--- config.mk ---
export PLATFORM = sky130hd
export DESIGN_NAME = decode_stage_pipe
export DESIGN_NICKNAME = d
export VERILOG_FILES = /design/src/rtl/mips_pkg.sv /design/src/rtl/reg_file.sv /design/src/rtl/decode_stage_pipe.sv
export SDC_FILE = /design/constraint.sdc
export NUM_CORES = 2
export LEC_CHECK = 0
export CORE_ASPECT_RATIO = 0.9
export CORE_MARGIN = 5
export CORE_UTILIZATION = 50
export DETAILED_ROUTE_END_ITERATION = 16
export PLACE_DENSITY = 0.69
export SLEW_MARGIN = 20
export SYNTH_ARGS = -nofsm -noshare
export SYNTH_HDL_FRONTEND = slang
export SYNTH_SLANG_ARGS = --single-unit
--- constraint.sdc ---
create_clock -name CLK -period 7.95 [get_ports CLK]
set_input_delay 1.1925 -clock CLK [delete_from_list [all_inputs] [get_ports CLK]]
set_output_delay 1.1925 -clock CLK [all_outputs]
set_load 0.01 [all_outputs]
--- src/rtl/mips_pkg.sv ---
// Shared MIPS encodings: opcodes, funct codes, ALU control values, PC source
// select values, and the bundle of decoded control signals.
package mips_pkg;

  localparam logic [5:0] OP_RTYPE = 6'b000000;
  localparam logic [5:0] OP_LW    = 6'b100011;
  localparam logic [5:0] OP_SW    = 6'b101011;
  localparam logic [5:0] OP_BEQ   = 6'b000100;
  localparam logic [5:0] OP_ADDI  = 6'b001000;
  localparam logic [5:0] OP_J     = 6'b000010;

  localparam logic [5:0] FN_ADD = 6'b100000;
  localparam logic [5:0] FN_SUB = 6'b100010;
  localparam logic [5:0] FN_AND = 6'b100100;
  localparam logic [5:0] FN_OR  = 6'b100101;
  localparam logic [5:0] FN_SLT = 6'b101010;

  localparam logic [2:0] ALU_AND = 3'b000;
  localparam logic [2:0] ALU_OR  = 3'b001;
  localparam logic [2:0] ALU_ADD = 3'b010;
  localparam logic [2:0] ALU_SUB = 3'b110;
  localparam logic [2:0] ALU_SLT = 3'b111;

  localparam logic [1:0] PCSRC_PLUS4  = 2'b00;
  localparam logic [1:0] PCSRC_BRANCH = 2'b01;
  localparam logic [1:0] PCSRC_JUMP   = 2'b10;

  typedef struct packed {
    logic       reg_write;
    logic       mem_to_reg;
    logic       mem_write;
    logic       alu_src;
    logic       reg_dst;
    logic       branch;
    logic       jump;
    logic [2:0] alu_control;
  } ctrl_t;

endpackage

--- src/rtl/reg_file.sv ---
// Register file: two combinational read ports, one write port, register 0 hardwired to zero.
// Define DECODE_REGFILE_BYPASS_EN to make reads see a same-cycle write (write-through).
module reg_file #(
  parameter int DATA_WIDTH = 32,
  parameter int ADDR_WIDTH = 5
) (
  input  logic                  clk,
  input  logic                  rst,
  input  logic                  we,
  input  logic [ADDR_WIDTH-1:0] wa,
  input  logic [DATA_WIDTH-1:0] wd,
  input  logic [ADDR_WIDTH-1:0] ra1,
  input  logic [ADDR_WIDTH-1:0] ra2,
  output logic [DATA_WIDTH-1:0] rd1,
  output logic [DATA_WIDTH-1:0] rd2
);

  localparam int DEPTH = 2 ** ADDR_WIDTH;

  logic [DATA_WIDTH-1:0] mem [DEPTH];

  always_ff @(posedge clk) begin
    if (rst) begin
      for (int i = 0; i < DEPTH; i++) mem[i] <= '0;
    end else if (we && wa != '0) begin
      mem[wa] <= wd;
    end
  end

`ifdef DECODE_REGFILE_BYPASS_EN
  assign rd1 = (ra1 == '0) ? '0 : (we && wa == ra1) ? wd : mem[ra1];
  assign rd2 = (ra2 == '0) ? '0 : (we && wa == ra2) ? wd : mem[ra2];
`else
  assign rd1 = (ra1 == '0) ? '0 : mem[ra1];
  assign rd2 = (ra2 == '0) ? '0 : mem[ra2];
`endif

endmodule

--- src/rtl/decode_stage_pipe.sv ---
// MIPS decode stage: register file, main/ALU decoders, early branch/jump resolution, ID/EX register.
// Define DECODE_REGFILE_BYPASS_EN for write-through register file reads.
module decode_stage_pipe
  import mips_pkg::*;
#(
  parameter int DATA_WIDTH     = 32,
  parameter int REG_ADDR_WIDTH = 5,
  parameter int INSTR_WIDTH    = 32,
  parameter int ALU_CTRL_WIDTH = 3
) (
  input  logic                      CLK,
  input  logic                      RST,
  input  logic [INSTR_WIDTH-1:0]    InstrD,
  input  logic [31:0]               PCPlus4D,
  input  logic                      RegWriteW,
  input  logic [REG_ADDR_WIDTH-1:0] WriteRegW,
  input  logic [DATA_WIDTH-1:0]     ResultW,
  input  logic                      RegWriteM,
  input  logic [REG_ADDR_WIDTH-1:0] WriteRegM,
  input  logic [DATA_WIDTH-1:0]     ALUOutM,
  input  logic                      StallE,
  input  logic                      FlushE,
  output logic [REG_ADDR_WIDTH-1:0] RsD,
  output logic [REG_ADDR_WIDTH-1:0] RtD,
  output logic                      BranchD,
  output logic                      JumpD,
  output logic [1:0]                PCSrcD,
  output logic [31:0]               PCBranchD,
  output logic [31:0]               PCJumpD,
  output logic                      RegWriteE,
  output logic                      MemtoRegE,
  output logic                      MemWriteE,
  output logic                      ALUSrcE,
  output logic                      RegDstE,
  output logic [ALU_CTRL_WIDTH-1:0] ALUControlE,
  output logic [DATA_WIDTH-1:0]     RD1E,
  output logic [DATA_WIDTH-1:0]     RD2E,
  output logic [DATA_WIDTH-1:0]     SignImmE,
  output logic [REG_ADDR_WIDTH-1:0] RsE,
  output logic [REG_ADDR_WIDTH-1:0] RtE,
  output logic [REG_ADDR_WIDTH-1:0] RdE
);

  logic [5:0]                op;
  logic [5:0]                funct;
  logic [REG_ADDR_WIDTH-1:0] rd_d;
  logic [DATA_WIDTH-1:0]     sign_imm;
  logic [31:0]               branch_offset;
  logic [DATA_WIDTH-1:0]     rf_rd1;
  logic [DATA_WIDTH-1:0]     rf_rd2;
  logic [DATA_WIDTH-1:0]     cmp_a;
  logic [DATA_WIDTH-1:0]     cmp_b;
  logic                      equal_d;
  ctrl_t                     ctrl;

  assign op       = InstrD[31:26];
  assign funct    = InstrD[5:0];
  assign RsD      = REG_ADDR_WIDTH'(InstrD[25:21]);
  assign RtD      = REG_ADDR_WIDTH'(InstrD[20:16]);
  assign rd_d     = REG_ADDR_WIDTH'(InstrD[15:11]);
  assign sign_imm = {{(DATA_WIDTH-16){InstrD[15]}}, InstrD[15:0]};

  reg_file #(
    .DATA_WIDTH (DATA_WIDTH),
    .ADDR_WIDTH (REG_ADDR_WIDTH)
  ) u_reg_file (
    .clk (CLK),
    .rst (RST),
    .we  (RegWriteW),
    .wa  (WriteRegW),
    .wd  (ResultW),
    .ra1 (RsD),
    .ra2 (RtD),
    .rd1 (rf_rd1),
    .rd2 (rf_rd2)
  );

  // Main and ALU decode; an R-type with an unsupported funct is treated as a NOP,
  // which makes the all-zero instruction a true bubble.
  always_comb begin
    ctrl = '0;
    case (op)
      OP_RTYPE: begin
        ctrl.reg_write = 1'b1;
        ctrl.reg_dst   = 1'b1;
        case (funct)
          FN_ADD:  ctrl.alu_control = ALU_ADD;
          FN_SUB:  ctrl.alu_control = ALU_SUB;
          FN_AND:  ctrl.alu_control = ALU_AND;
          FN_OR:   ctrl.alu_control = ALU_OR;
          FN_SLT:  ctrl.alu_control = ALU_SLT;
          default: ctrl = '0;
        endcase
      end
      OP_LW: begin
        ctrl.reg_write   = 1'b1;
        ctrl.mem_to_reg  = 1'b1;
        ctrl.alu_src     = 1'b1;
        ctrl.alu_control = ALU_ADD;
      end
      OP_SW: begin
        ctrl.mem_write   = 1'b1;
        ctrl.alu_src     = 1'b1;
        ctrl.alu_control = ALU_ADD;
      end
      OP_BEQ: begin
        ctrl.branch      = 1'b1;
        ctrl.alu_control = ALU_SUB;
      end
      OP_ADDI: begin
        ctrl.reg_write   = 1'b1;
        ctrl.alu_src     = 1'b1;
        ctrl.alu_control = ALU_ADD;
      end
      OP_J: ctrl.jump = 1'b1;
      default: ;
    endcase
  end

  assign BranchD = ctrl.branch;
  assign JumpD   = ctrl.jump;

  // Branch operands take the M-stage ALU result when it targets the same register.
  assign cmp_a   = (RegWriteM && WriteRegM != '0 && WriteRegM == RsD) ? ALUOutM : rf_rd1;
  assign cmp_b   = (RegWriteM && WriteRegM != '0 && WriteRegM == RtD) ? ALUOutM : rf_rd2;
  assign equal_d = (cmp_a == cmp_b);

  always_comb begin
    PCSrcD = PCSRC_PLUS4;
    if (ctrl.jump) begin
      PCSrcD = PCSRC_JUMP;
    end else if (ctrl.branch && equal_d) begin
      PCSrcD = PCSRC_BRANCH;
    end
  end

  assign branch_offset = {{14{InstrD[15]}}, InstrD[15:0], 2'b00};
  assign PCBranchD     = PCPlus4D + branch_offset;
  assign PCJumpD       = {PCPlus4D[31:28], InstrD[25:0], 2'b00};

  // ID/EX register: reset and flush both insert a bubble, flush beats stall.
  always_ff @(posedge CLK) begin
    if (RST || FlushE) begin
      RegWriteE   <= 1'b0;
      MemtoRegE   <= 1'b0;
      MemWriteE   <= 1'b0;
      ALUSrcE     <= 1'b0;
      RegDstE     <= 1'b0;
      ALUControlE <= '0;
      RD1E        <= '0;
      RD2E        <= '0;
      SignImmE    <= '0;
      RsE         <= '0;
      RtE         <= '0;
      RdE         <= '0;
    end else if (!StallE) begin
      RegWriteE   <= ctrl.reg_write;
      MemtoRegE   <= ctrl.mem_to_reg;
      MemWriteE   <= ctrl.mem_write;
      ALUSrcE     <= ctrl.alu_src;
      RegDstE     <= ctrl.reg_dst;
      ALUControlE <= ALU_CTRL_WIDTH'(ctrl.alu_control);
      RD1E        <= rf_rd1;
      RD2E        <= rf_rd2;
      SignImmE    <= sign_imm;
      RsE         <= RsD;
      RtE         <= RtD;
      RdE         <= rd_d;
    end
  end

endmodule
==> key figures <==
Status
  • Status: complete, no violations

Drt
  • DRT Wirelength: 226600 um
  • DR vias/cell: 6.803
  • Antenna Violating Nets Remaining: 0
  • DR iter-0 viols: between 6000 and 7000
  • Routed wire per std cell: about 35 um
  • Remaining DRCs: 0
  • Via Count: 43630
  • DRT Pass-1 Iters: 7

Power
  • Reg power frac: roughly 47%
  • Leakage: 24.54 nW
  • Clk network pwr share: 37.9%
  • Comb power frac: 15.4%
  • Pwr dens: roughly 210 nW/um^2
  • Psw: about 3.9 mW
  • VDD IR max: ~0.17 mV
  • Switching portion of total power: 26.42%
  • Power consumption: ~15 mW
  • P_int: 10.90 mW

Clock network
  • Post-CTS setup buffers: 0
  • Num CTS Buffers: 116
  • Root buf cell: clkbuf_16
  • TritonCTS Sinks: between 1000 and 1500
  • Cts hold-fix bufs: 0
  • Longest Clk Path Bufs: 3
  • Later-pin clock latency in the skew report: 740 ps
  • CTS HTree Levels: 3
  • CTS tree: built
  • Clock Pin Slew Worst Setup and Hold Paths: 60 ps
  • Post-CTS Resized: 0

Die
  • Die height: ~340 um
  • Core area: 122900 um^2
  • Num rows: about 120
  • Full die area: 130700 um^2
  • Boundary pin count: 341
  • Initial Utilization: 50.29%
  • DIE WIDTH: 380.6 um

Layout
  • Nets: slightly below 5000
  • Fillers: 9722
  • Design Area, Final: 70070 um^2
  • Share of cells above drive strength 1: between 10% and 20%
  • P&R area growth vs syn: 13.38%

Synth
  • Mapped Cells: 4512
  • Yosys top cell by area: edfxtp_1
  • Post-synth top area share: 49.76%
  • Synth area leaders: edfxtp_1 50%, mux4_2 16%, and2_1 10%
  • Commonest cells in the netlist: 1024 x edfxtp_1, 995 x and2_1, 444 x mux4_2
  • Synth Area per Inst: 13.70 um^2
  • Synth warn: 0
  • Mapped Area: 61800 um^2
  • #FFs+latches synth: ~1100
  • Most common cell in the synthesized netlist: edfxtp_1
  • Yosys cell types: between 90 and 100
  • Sequential fraction of the synthesis area: 52.93%
  • Async SR Flop Fraction: 0%
  • Post-synth EDFFs: 1024
  • Synth Flop Type: edfxtp_1

STA
  • Final Cycle Share: between 90% and 100%
  • Setup_tns: 0 ps
  • Final max-slew violation count: 0
  • Max Clock Skew: 29.19 ps
  • RSZ-0062 raised after global routing: no
  • Setup Viol. Count Final: 0
  • Slew HR: 13.75%
  • Final worst slack: 518.3 ps
  • Worst-Margin Slew: 1284 ps
  • Final Hold Slack: 473.9 ps
  • FMAX: 134.6 MHz
  • Final hold violation count: 0
  • Tmin final: approximately 7400 ps

Placed design
  • Final Wtd Congestion: 1.080
  • Buffers on Ports: approximately 330
  • Cell Area, Placed: between 60000 and 70000 um^2
  • Dpl ws: 814.8 ps
  • DP Wirelength: about 150000 um

GRT
  • First-pass GRT wire length: 315600 um
  • Largest net degree at the start of global routing: 78
  • Vias in the first global route: roughly 42000
  • GRT overflow: 0
  • Initial antenna violation count: 25
  • GR Util All Layers: 33.88%

Worst setup path
  • CP endpoint kind: output pin
  • Critical Path AT: 6240 ps
  • Critical Path RT: 6760 ps
  • Worst Setup Start Kind: primary input
  • Setup CP Type: in -> out
  • CP Max Fanout: 24

Worst hold path
  • Hold WC Path Type: reg -> reg

Flow run
  • Max-Cap Viols: 0
critical path: stages:
cell and delay, ps:
buf_2 810, buf_4 350, buf_4 260, nor3_2 50
buf_4 230, a22oi_1 610, nand3_1 180, nor3_1 830
a221o_1 300, nand2_1 60, a21oi_1 170, nand4_1 130
nor4_2 400, clkdlybuf4s50_1 630
area by class of cell:
cell class              count  area (um^2)  area share, %
flip-flops and latches   1122        32710          46.69
multi-input cells        2899        26470          37.78
repair buffers            524         4885          6.971
clock buffers             152         3196          4.561
well taps                1612         2017          2.879
clock inverters            64        646.9         0.9232
inverters                  31        116.4         0.1661
diodes                     10        25.02        0.03571
sequential cells by signal, indices dropped and copies added (netlist names):
name,flops
MemWriteE,1
RD2E,32
RegWriteE,1
SignImmE,16
ALUControlE,3
u_reg_file.mem,1024
ALUSrcE,1
RD1E,32
RegDstE,1
MemtoRegE,1
RsE,5
RtE,5
cell families (layout without fill, tap and decap cells):
family                     after synthesis  in the layout  share of synthesized area (%)
AOI/OAI and AO/OA                      563            563                          6.287
muxes                                  653            653                          20.08
buffers and inverters                  524            771                          4.661
other                                    1             44                       0.006068
xor gates and xnor gates                63             63                         0.9050
and+or+nand+nor                       1556           1556                          14.51
DFF                                   1122           1122                          52.93
adders and majority gates               30             30                         0.6196
stage by stage:
step                      std cells  util [%]
after floorplan                4545         -
after global placement         6188     53.93
after detailed placement       6188     53.91
after CTS                      6404     57.04
after global routing           6406     57.00
final                          6414     57.02
placed cells by master, fill, tap and decap left out, types with 29 or more instances in the layout:
| cell type | count |
|---|---|
| buf_4 | 177 |
| nand3_1 | 40 |
| edfxtp_1 | 1024 |
| nor2_2 | 31 |
| a211oi_1 | 38 |
| a21oi_1 | 119 |
| o21ai_0 | 46 |
| nand2_1 | 102 |
| and2_1 | 995 |
| o22ai_1 | 59 |
| clkdlybuf4s50_1 | 308 |
| conb_1 | 34 |
| dfxtp_1 | 98 |
| a22oi_1 | 121 |
| clkbuf_16 | 119 |
| nor2_1 | 198 |
| or2_2 | 35 |
| ha_1 | 29 |
| inv_1 | 30 |
| mux4_2 | 444 |
| mux2i_1 | 181 |
| a221oi_1 | 37 |
| xnor2_1 | 36 |
metal layers:
| metal | vias to the layer above | GRT usage, % | part of all wire [%] |
|---|---|---|---|
| met2 | 3437 | 50.58 | 44 |
| met3 | 616 | 11.57 | 14 |
| met1 | 22130 | 45.30 | 37 |
| met4 | 12 | 15.38 | 5.6 |
| met5 | - | 0 | 0.041 |
| li1 | 17440 | - | - |
power groups by stage:
| stage | Clock, mW | Combinational (mW) | Sequential [mW] |
|---|---|---|---|
| after detailed placement | 0 | 2.21 | 7.03 |
| after global placement | 0 | 2.19 | 7.00 |
| after global routing | 5.87 | 2.34 | 6.94 |
| final | 5.61 | 2.28 | 6.91 |
| after CTS | 5.63 | 2.21 | 6.90 |
| after floorplan | 0 | 1.32 | 6.97 |
final timing paths:
kind | startpoint | endpoint | slack [ps] | cells after the start
worst min-delay path | RegWriteE | RegWriteE | 470 | 2
worst min register to register | RegWriteE | RegWriteE | 470 | 2
worst max-delay path | InstrD[24] | PCSrcD[0] | 520 | 14
worst max register to register | u_reg_file.mem[21][20] | RD1E[20] | 5030 | 7
Note: power is estimated with default switching activity, not from simulation.
